**src/rtl/gpio_cfg_pkg.sv**
```systemverilog
// gpio_cfg_pkg
//   Shared definitions for the GPIO serial configuration loader: pad word
//   width, loader state encoding, field offsets inside a pad word and a
//   small elaboration-time helper.
package gpio_cfg_pkg;

  // Configuration bits carried per pad.
  localparam int CFG_BITS = 13;

  // Loader sequencing states.
  typedef enum logic [2:0] {
    IDLE     = 3'd0,
    SHIFT_LO = 3'd1,
    SHIFT_HI = 3'd2,
    LOAD     = 3'd3,
    DONE     = 3'd4
  } loader_state_t;

  // Field offsets inside one pad word.
  localparam int DM_HI       = 12;
  localparam int DM_LO       = 10;
  localparam int VTRIP_SEL   = 9;
  localparam int SLOW_SEL    = 8;
  localparam int ANALOG_POL  = 7;
  localparam int ANALOG_SEL  = 6;
  localparam int ANALOG_EN   = 5;
  localparam int IB_MODE_SEL = 4;
  localparam int INP_DIS     = 3;
  localparam int HOLDOVER    = 2;
  localparam int OEB         = 1;
  localparam int MGMT_ENA    = 0;

  // Larger of two integers, used to size the per-chain word slots.
  function automatic int max_int(input int a, input int b);
    if (a > b) begin
      return a;
    end else begin
      return b;
    end
  endfunction

endpackage

```
**src/rtl/gpio_serial_phase.sv**
```systemverilog
// gpio_serial_phase
//   Half-period timer for the serial clock. Counts CLK_DIV cycles and raises
//   tick during the last cycle of each phase. restart forces the count back
//   to the first cycle of a phase on the next edge.
// Ports:
//   clk     - clock
//   rst     - synchronous active-high reset
//   restart - begin a new phase on the next edge
//   tick    - high in the final cycle of the current phase
module gpio_serial_phase
  import gpio_cfg_pkg::*;
#(
  parameter int CLK_DIV = 4
) (
  input  logic clk,
  input  logic rst,
  input  logic restart,
  output logic tick
);

  localparam int PW = (CLK_DIV > 1) ? $clog2(CLK_DIV) : 1;
  localparam logic [PW-1:0] LAST = PW'(CLK_DIV - 1);

  logic [PW-1:0] count_r;

  assign tick = (count_r == LAST);

  // Phase cycle counter; saturates on the last cycle until restarted.
  always_ff @(posedge clk) begin
    if (rst) begin
      count_r <= '0;
    end else if (restart) begin
      count_r <= '0;
    end else if (!tick) begin
      count_r <= count_r + PW'(1);
    end else begin
      count_r <= count_r;
    end
  end

endmodule

```
**src/rtl/gpio_serial_loader.sv**
```systemverilog
// gpio_serial_loader
//   Snapshots all pad configuration words on start and shifts them, MSB
//   first and farthest pad first, onto two parallel serial chains with a
//   divided shift clock, then pulses a load strobe so every pad commits at
//   once. The shorter chain is padded with leading all-zero words so both
//   chains finish on the same bit.
// Ports:
//   wb_clk_i      - clock
//   wb_rst_i      - synchronous active-high reset
//   start         - single-cycle load request (ignored unless idle)
//   cfg_words     - pad p word at [p*CFG_BITS +: CFG_BITS]
//   busy          - transfer in progress
//   done          - one-cycle completion pulse
//   serial_clock  - shift clock to both chains (chains sample on rise)
//   serial_load   - parallel-load strobe to both chains
//   serial_resetn - chain reset, low only while wb_rst_i is high
//   serial_data_1 - chain 1 data (pads AREA1PADS-1 .. 0)
//   serial_data_2 - chain 2 data (pads AREA1PADS .. NUM_PADS-1)
module gpio_serial_loader #(
  parameter int NUM_PADS  = 38,
  parameter int AREA1PADS = 19,
  parameter int CFG_BITS  = gpio_cfg_pkg::CFG_BITS,
  parameter int CLK_DIV   = 4
) (
  input  logic                         wb_clk_i,
  input  logic                         wb_rst_i,
  input  logic                         start,
  input  logic [NUM_PADS*CFG_BITS-1:0] cfg_words,
  output logic                         busy,
  output logic                         done,
  output logic                         serial_clock,
  output logic                         serial_load,
  output logic                         serial_resetn,
  output logic                         serial_data_1,
  output logic                         serial_data_2
);
  import gpio_cfg_pkg::*;

  localparam int AREA2PADS = NUM_PADS - AREA1PADS;
  localparam int W         = max_int(AREA1PADS, AREA2PADS);
  localparam int B         = W * CFG_BITS;
  localparam int CNT_W     = $clog2(B + 1);
  localparam int A1_BITS   = AREA1PADS * CFG_BITS;

  loader_state_t    state_r;
  logic [B-1:0]     shift1_r;
  logic [B-1:0]     shift2_r;
  logic [B-1:0]     snap1_s;
  logic [B-1:0]     snap2_s;
  logic [B-1:0]     next1_s;
  logic [B-1:0]     next2_s;
  logic [CNT_W-1:0] bit_cnt_r;
  logic             phase_tick_s;
  logic             phase_restart_s;

  // Chain 1 image: pad words already lie highest-pad-highest, which is the
  // shift order, so they drop straight in below the zero padding.
  always_comb begin
    snap1_s = '0;
    snap1_s[A1_BITS-1:0] = cfg_words[A1_BITS-1:0];
  end

  // Chain 2 image: pad AREA1PADS must leave first, so pad order is reversed
  // word-wise (last pad lands in the lowest slot), zero padding above.
  always_comb begin
    snap2_s = '0;
    for (int s = 0; s < AREA2PADS; s++) begin
      snap2_s[s*CFG_BITS +: CFG_BITS] = cfg_words[(NUM_PADS-1-s)*CFG_BITS +: CFG_BITS];
    end
  end

  assign next1_s = {shift1_r[B-2:0], 1'b0};
  assign next2_s = {shift2_r[B-2:0], 1'b0};

  // Every phase end in an active state is also a state change, and the
  // counter is held at its first cycle while idle or finishing.
  assign phase_restart_s = (state_r == IDLE) || (state_r == DONE) || phase_tick_s;

  gpio_serial_phase #(
    .CLK_DIV(CLK_DIV)
  ) u_phase (
    .clk    (wb_clk_i),
    .rst    (wb_rst_i),
    .restart(phase_restart_s),
    .tick   (phase_tick_s)
  );

  // Loader FSM with registered serial outputs.
  always_ff @(posedge wb_clk_i) begin
    if (wb_rst_i) begin
      state_r       <= IDLE;
      shift1_r      <= '0;
      shift2_r      <= '0;
      bit_cnt_r     <= '0;
      busy          <= 1'b0;
      done          <= 1'b0;
      serial_clock  <= 1'b0;
      serial_load   <= 1'b0;
      serial_resetn <= 1'b0;
      serial_data_1 <= 1'b0;
      serial_data_2 <= 1'b0;
    end else begin
      serial_resetn <= 1'b1;
      case (state_r)
        IDLE: begin
          done <= 1'b0;
          if (start) begin
            shift1_r      <= snap1_s;
            shift2_r      <= snap2_s;
            bit_cnt_r     <= CNT_W'(B);
            serial_data_1 <= snap1_s[B-1];
            serial_data_2 <= snap2_s[B-1];
            busy          <= 1'b1;
            state_r       <= SHIFT_LO;
          end
        end
        SHIFT_LO: begin
          if (phase_tick_s) begin
            serial_clock <= 1'b1;
            state_r      <= SHIFT_HI;
          end
        end
        SHIFT_HI: begin
          if (phase_tick_s) begin
            serial_clock <= 1'b0;
            // Counter reaching zero after this decrement means the last bit was clocked.
            if (bit_cnt_r != CNT_W'(1)) begin
              bit_cnt_r     <= bit_cnt_r - CNT_W'(1);
              shift1_r      <= next1_s;
              shift2_r      <= next2_s;
              serial_data_1 <= next1_s[B-1];
              serial_data_2 <= next2_s[B-1];
              state_r       <= SHIFT_LO;
            end else begin
              bit_cnt_r     <= '0;
              serial_data_1 <= 1'b0;
              serial_data_2 <= 1'b0;
              serial_load   <= 1'b1;
              state_r       <= LOAD;
            end
          end
        end
        LOAD: begin
          if (phase_tick_s) begin
            serial_load <= 1'b0;
            busy        <= 1'b0;
            done        <= 1'b1;
            state_r     <= DONE;
          end
        end
        DONE: begin
          done    <= 1'b0;
          state_r <= IDLE;
        end
        default: begin
          state_r       <= IDLE;
          busy          <= 1'b0;
          done          <= 1'b0;
          serial_clock  <= 1'b0;
          serial_load   <= 1'b0;
          serial_data_1 <= 1'b0;
          serial_data_2 <= 1'b0;
        end
      endcase
    end
  end

endmodule

```
**config.mk**
```make
export PLATFORM = sky130hd
export DESIGN_NAME = gpio_serial_loader
export DESIGN_NICKNAME = d
export VERILOG_FILES = /design/src/rtl/gpio_cfg_pkg.sv /design/src/rtl/gpio_serial_phase.sv /design/src/rtl/gpio_serial_loader.sv
export SDC_FILE = /design/constraint.sdc
export NUM_CORES = 1
export LEC_CHECK = 0
export CAP_MARGIN = 20
export CORE_AREA = 2 2 277 279
export CTS_BUF_LIST = sky130_fd_sc_hd__clkbuf_16
export DETAILED_ROUTE_END_ITERATION = 12
export DIE_AREA = 0 0 279 281
export PLACE_DENSITY_LB_ADDON = 0.2
export SYNTH_ARGS = -nofsm -noshare
export SYNTH_HDL_FRONTEND = slang
export SYNTH_HIERARCHICAL = 1
export SYNTH_SLANG_ARGS = --single-unit
```
**constraint.sdc**
```tcl
create_clock -name wb_clk_i -period 2.6 [get_ports wb_clk_i]
set_input_delay 0.52 -clock wb_clk_i [delete_from_list [all_inputs] [get_ports wb_clk_i]]
set_output_delay 0.52 -clock wb_clk_i [all_outputs]
set_load 0.01 [all_outputs]
```
==> results.yml, run 1 <==
floorplan:
  row_count: 101
  die_area_um2: 78400
  die_x_um: 279
  initial_utilization_pct: 34.6
  fp.coreArea_um2: 75400
  die_h_um: 281
  ios: 504
layout:
  fill_cells: 7118
  final_util_pct: 45.1
  final_net_count: 3750
  final_area_um2: 34000
  syn2layout_area_growth_pct: 30.2
  drive_above_1_share_pct: 20.7
placed_design:
  placed_cell_area_um2: 32200
  io_buffer_count: 503
  hpwl_um: 55200
  place_congestion: 0.821
detailed_routing:
  viasPerCell: 5.49
  drt-initial-drc-count: 1703
  first_pass_iters: 5
  wl_per_cell_um: 19.1
  wl_um: 81800
  antenna_left: 0
  drcViolationCount: 0
  vias: 23464
clock_tree:
  cts_buffers: 58
  cts_htree_levels: 2
  cts-root-buf: "clkbuf_16"
  clkTransAtPathRegs_ns: 0.06
  insertion_delay_ns: 0.62
  clk_path_buf_depth: 3
  cts_resized: 0
  cts_tree: "yes"
  ctsHoldBuffers: 0
  clock_sinks: 512
  post-cts-setup-buffers: 0
synth:
  synth-simple-area-share_pct: 24.5
  synth_top_family_by_area: "compound AO/OA/AOI/OAI gates"
  synthTopCellsByArea: "dfxtp_1, a311oi_2, nand2_1"
  synth_common_cells: "nand2_1, dfxtp_1, nor3_1"
  yosys.area.top_type_share_pct: 39.3
  syn_inst: 2908
  synth_nets: 3409
  ys_warn_count: 6
  yosysTopAreaCell: "dfxtp_1"
  netlist_area_um2: 26100
  synthMuxAreaShare_pct: 0.0383
  synth_compound_area_share_pct: 29.2
  yosys.area_share.adder_pct: 0.192
  ys_seq_elements: 512
  avgSynthCellArea_um2: 8.98
  synth_edf_count: 0
  ys_async_sr_fraction_pct: 0
  ys_seq_area_share_pct: 39.3
  synth.distinct_cells: 48
  yosys_most_used_dff: "dfxtp_1"
  synthXorXnorAreaFrac_pct: 0.0335
  synth_most_common_cell: "nand2_1"
hold_path:
  hold_path_class: "flip-flop to flip-flop"
global_route:
  met2_usage_pct: 33.3
  grtUsageTotal_pct: 20.1
  grt_max_degree: 126
  grtUsageMet3_pct: 3.16
  met1_usage_pct: 26.9
  grt.busiest_layer: "met2"
  overflow: 0
  antenna_found_initial: 4
  grt_first_pass_wirelength_um: 129000
  grt_pass1_vias: 23727
critical_path:
  cp_data_required_time_ns: 3.10
  path_max_fanout: 99
  critPathBufInv: 2
  cp_cell_sequence: "ha_1 -> nand4bb_1 -> a21oi_4 -> buf_12 -> buf_12 -> nor3_1 -> a311oi_2"
  cp.arrival_ns: 2.89
  setup.worst_path.start_class: "flip-flop"
  path_class: "flip-flop to flip-flop"
  crit_top_cell: "buf_12"
  critical_path.top_delay_family: "compound AO/OA/AOI/OAI gates"
  endpoint_kind: "flip-flop"
  slowest_delay_ns: 0.39
  worst_path_max_delay_cell: "a21oi_4"
sta:
  max-slew-margin-rel_pct: 47.5
  timing.fmax_ghz: 0.418
  hold_viol_final: 0
  worst_pin_slew_ns: 0.777
  rsz0062_at_grt: "no"
  tns_ns: 0
  maxSlewViolCount: 0
  setup_violations: 0
  period_minus_slack_ns: 2.39
  clock_skew_ns: 0.0330
  fin_crit_sh_pct: 91.9
power:
  power.density_nw_per_um2: 584
  vdd_ir_drop_max_v: 0.000550
  p_leak_nw: 11.7
flow_run:
  cap_violations: 0
run_status:
  status: "completed"
report_power, final:
part           total [mW]  internal [mW]  switching, mW
clock                7.69           4.28           3.41
combinational        3.34           1.75           1.59
sequential           8.81           8.47          0.339
total                19.8           14.5           5.33
sequential cells by signal, summed over array words and instances, names as in the netlist:
signal / count
serial_data_1: 1
busy: 1
u_phase/count_r: 2
shift2_r: 246
serial_resetn: 1
serial_data_2: 1
serial_load: 1
bit_cnt_r: 8
serial_clock: 1
shift1_r: 246
done: 1
state_r: 3
cells in the final DEF (no fill, tap or decap), drive strengths merged, types with 2 or more instances in the layout:
cell type / synthesis / final
nand2: 988 / 988
dfxtp: 512 / 512
clkdlybuf4s50: 0 / 502
nor3: 498 / 498
a311oi: 491 / 491
buf: 118 / 115
clkbuf: 218 / 59
inv: 5 / 25
clkinv: 0 / 19
a21oi: 12 / 12
o21ai: 10 / 10
nor2: 6 / 6
a211oi: 5 / 5
clkinvlp: 0 / 5
ha: 4 / 4
nand3: 3 / 3
o2bb2ai: 3 / 3
a22oi: 3 / 3
nor4b: 3 / 3
nand2b: 3 / 3
a41o: 2 / 2
a221oi: 2 / 2
bufinv: 0 / 2
or2: 2 / 2
nor3b: 2 / 2
cell families (layout without fill, tap and decap cells):
group	Yosys count	in the layout
other	0	1
multiplexers	1	1
flip-flops	512	512
adder cells (fa/ha/maj)	4	4
AO/OA/AOI/OAI	537	537
buffers and inverters	341	727
XOR/XNOR	1	1
AND/OR/NAND/NOR	1512	1512
stage by stage:
step / total power, mW / worst slack, ns / hold slack, ns / cells
5_1_grt: 20.7 / 0.0169 / 0.477 / 4273
3_3_place_gp: 12.2 / 0.166 / 0.450 / 4167
3_5_place_dp: 12.3 / 0.136 / 0.450 / 4167
2_1_floorplan: 11.0 / 0.832 / 0.457 / 2908
4_1_cts: 20.1 / 0.180 / 0.451 / 4272
6_report: 19.8 / 0.210 / 0.463 / 4273
area by class of cell:
cell class                 instances  area, um2  area share (%)
antenna                            1       2.50         0.00736
timing repair buffer             617       6630            19.5
inverter                           5       18.8          0.0552
multi-input combinational       2055      14100            41.5
clock buffer                      59       1480            4.34
clock inverter                    46        270           0.795
tap                              978       1220            3.60
sequential                       512      10200            30.2
worst paths after layout:
kind | startpoint | endpoint | slack, ns | cells after the start
worst max register to register | u_phase/count_r[0] | shift1_r[70] | 0.21 | 7
worst min-delay path | serial_data_2 | serial_data_2 | 0.46 | 1
worst min register to register | serial_data_2 | serial_data_2 | 0.46 | 1
worst max-delay path | u_phase/count_r[0] | shift1_r[70] | 0.21 | 7
routing by layer:
metal | vias up | share of wire, %
li1 | 11288 | -
met1 | 11429 | 45
met2 | 634 | 47
met3 | 107 | 4.9
met4 | 6 | 2.3
met5 | - | 0.054
worst reg2reg max path: stages, from the launching register on:
cell and delay (ns):
dfxtp_1 0.37, ha_1 0.19, nand4bb_1 0.27, a21oi_4 0.40, buf_12 0.25, buf_12 0.38, nor3_1 0.16, a311oi_2 0.29
No activity file was read; power rests on OpenSTA's default activity.
==> run 2, diff against run 1 <==
--- a/config.mk
+++ b/config.mk
@@ -15,3 +15,4 @@
 export SYNTH_HDL_FRONTEND = slang
 export SYNTH_HIERARCHICAL = 1
 export SYNTH_SLANG_ARGS = --single-unit
+export TNS_END_PERCENT = 5
==> results of run 2 <==
Same layout as run 1: the final DEF is identical, and so are final timing and power.
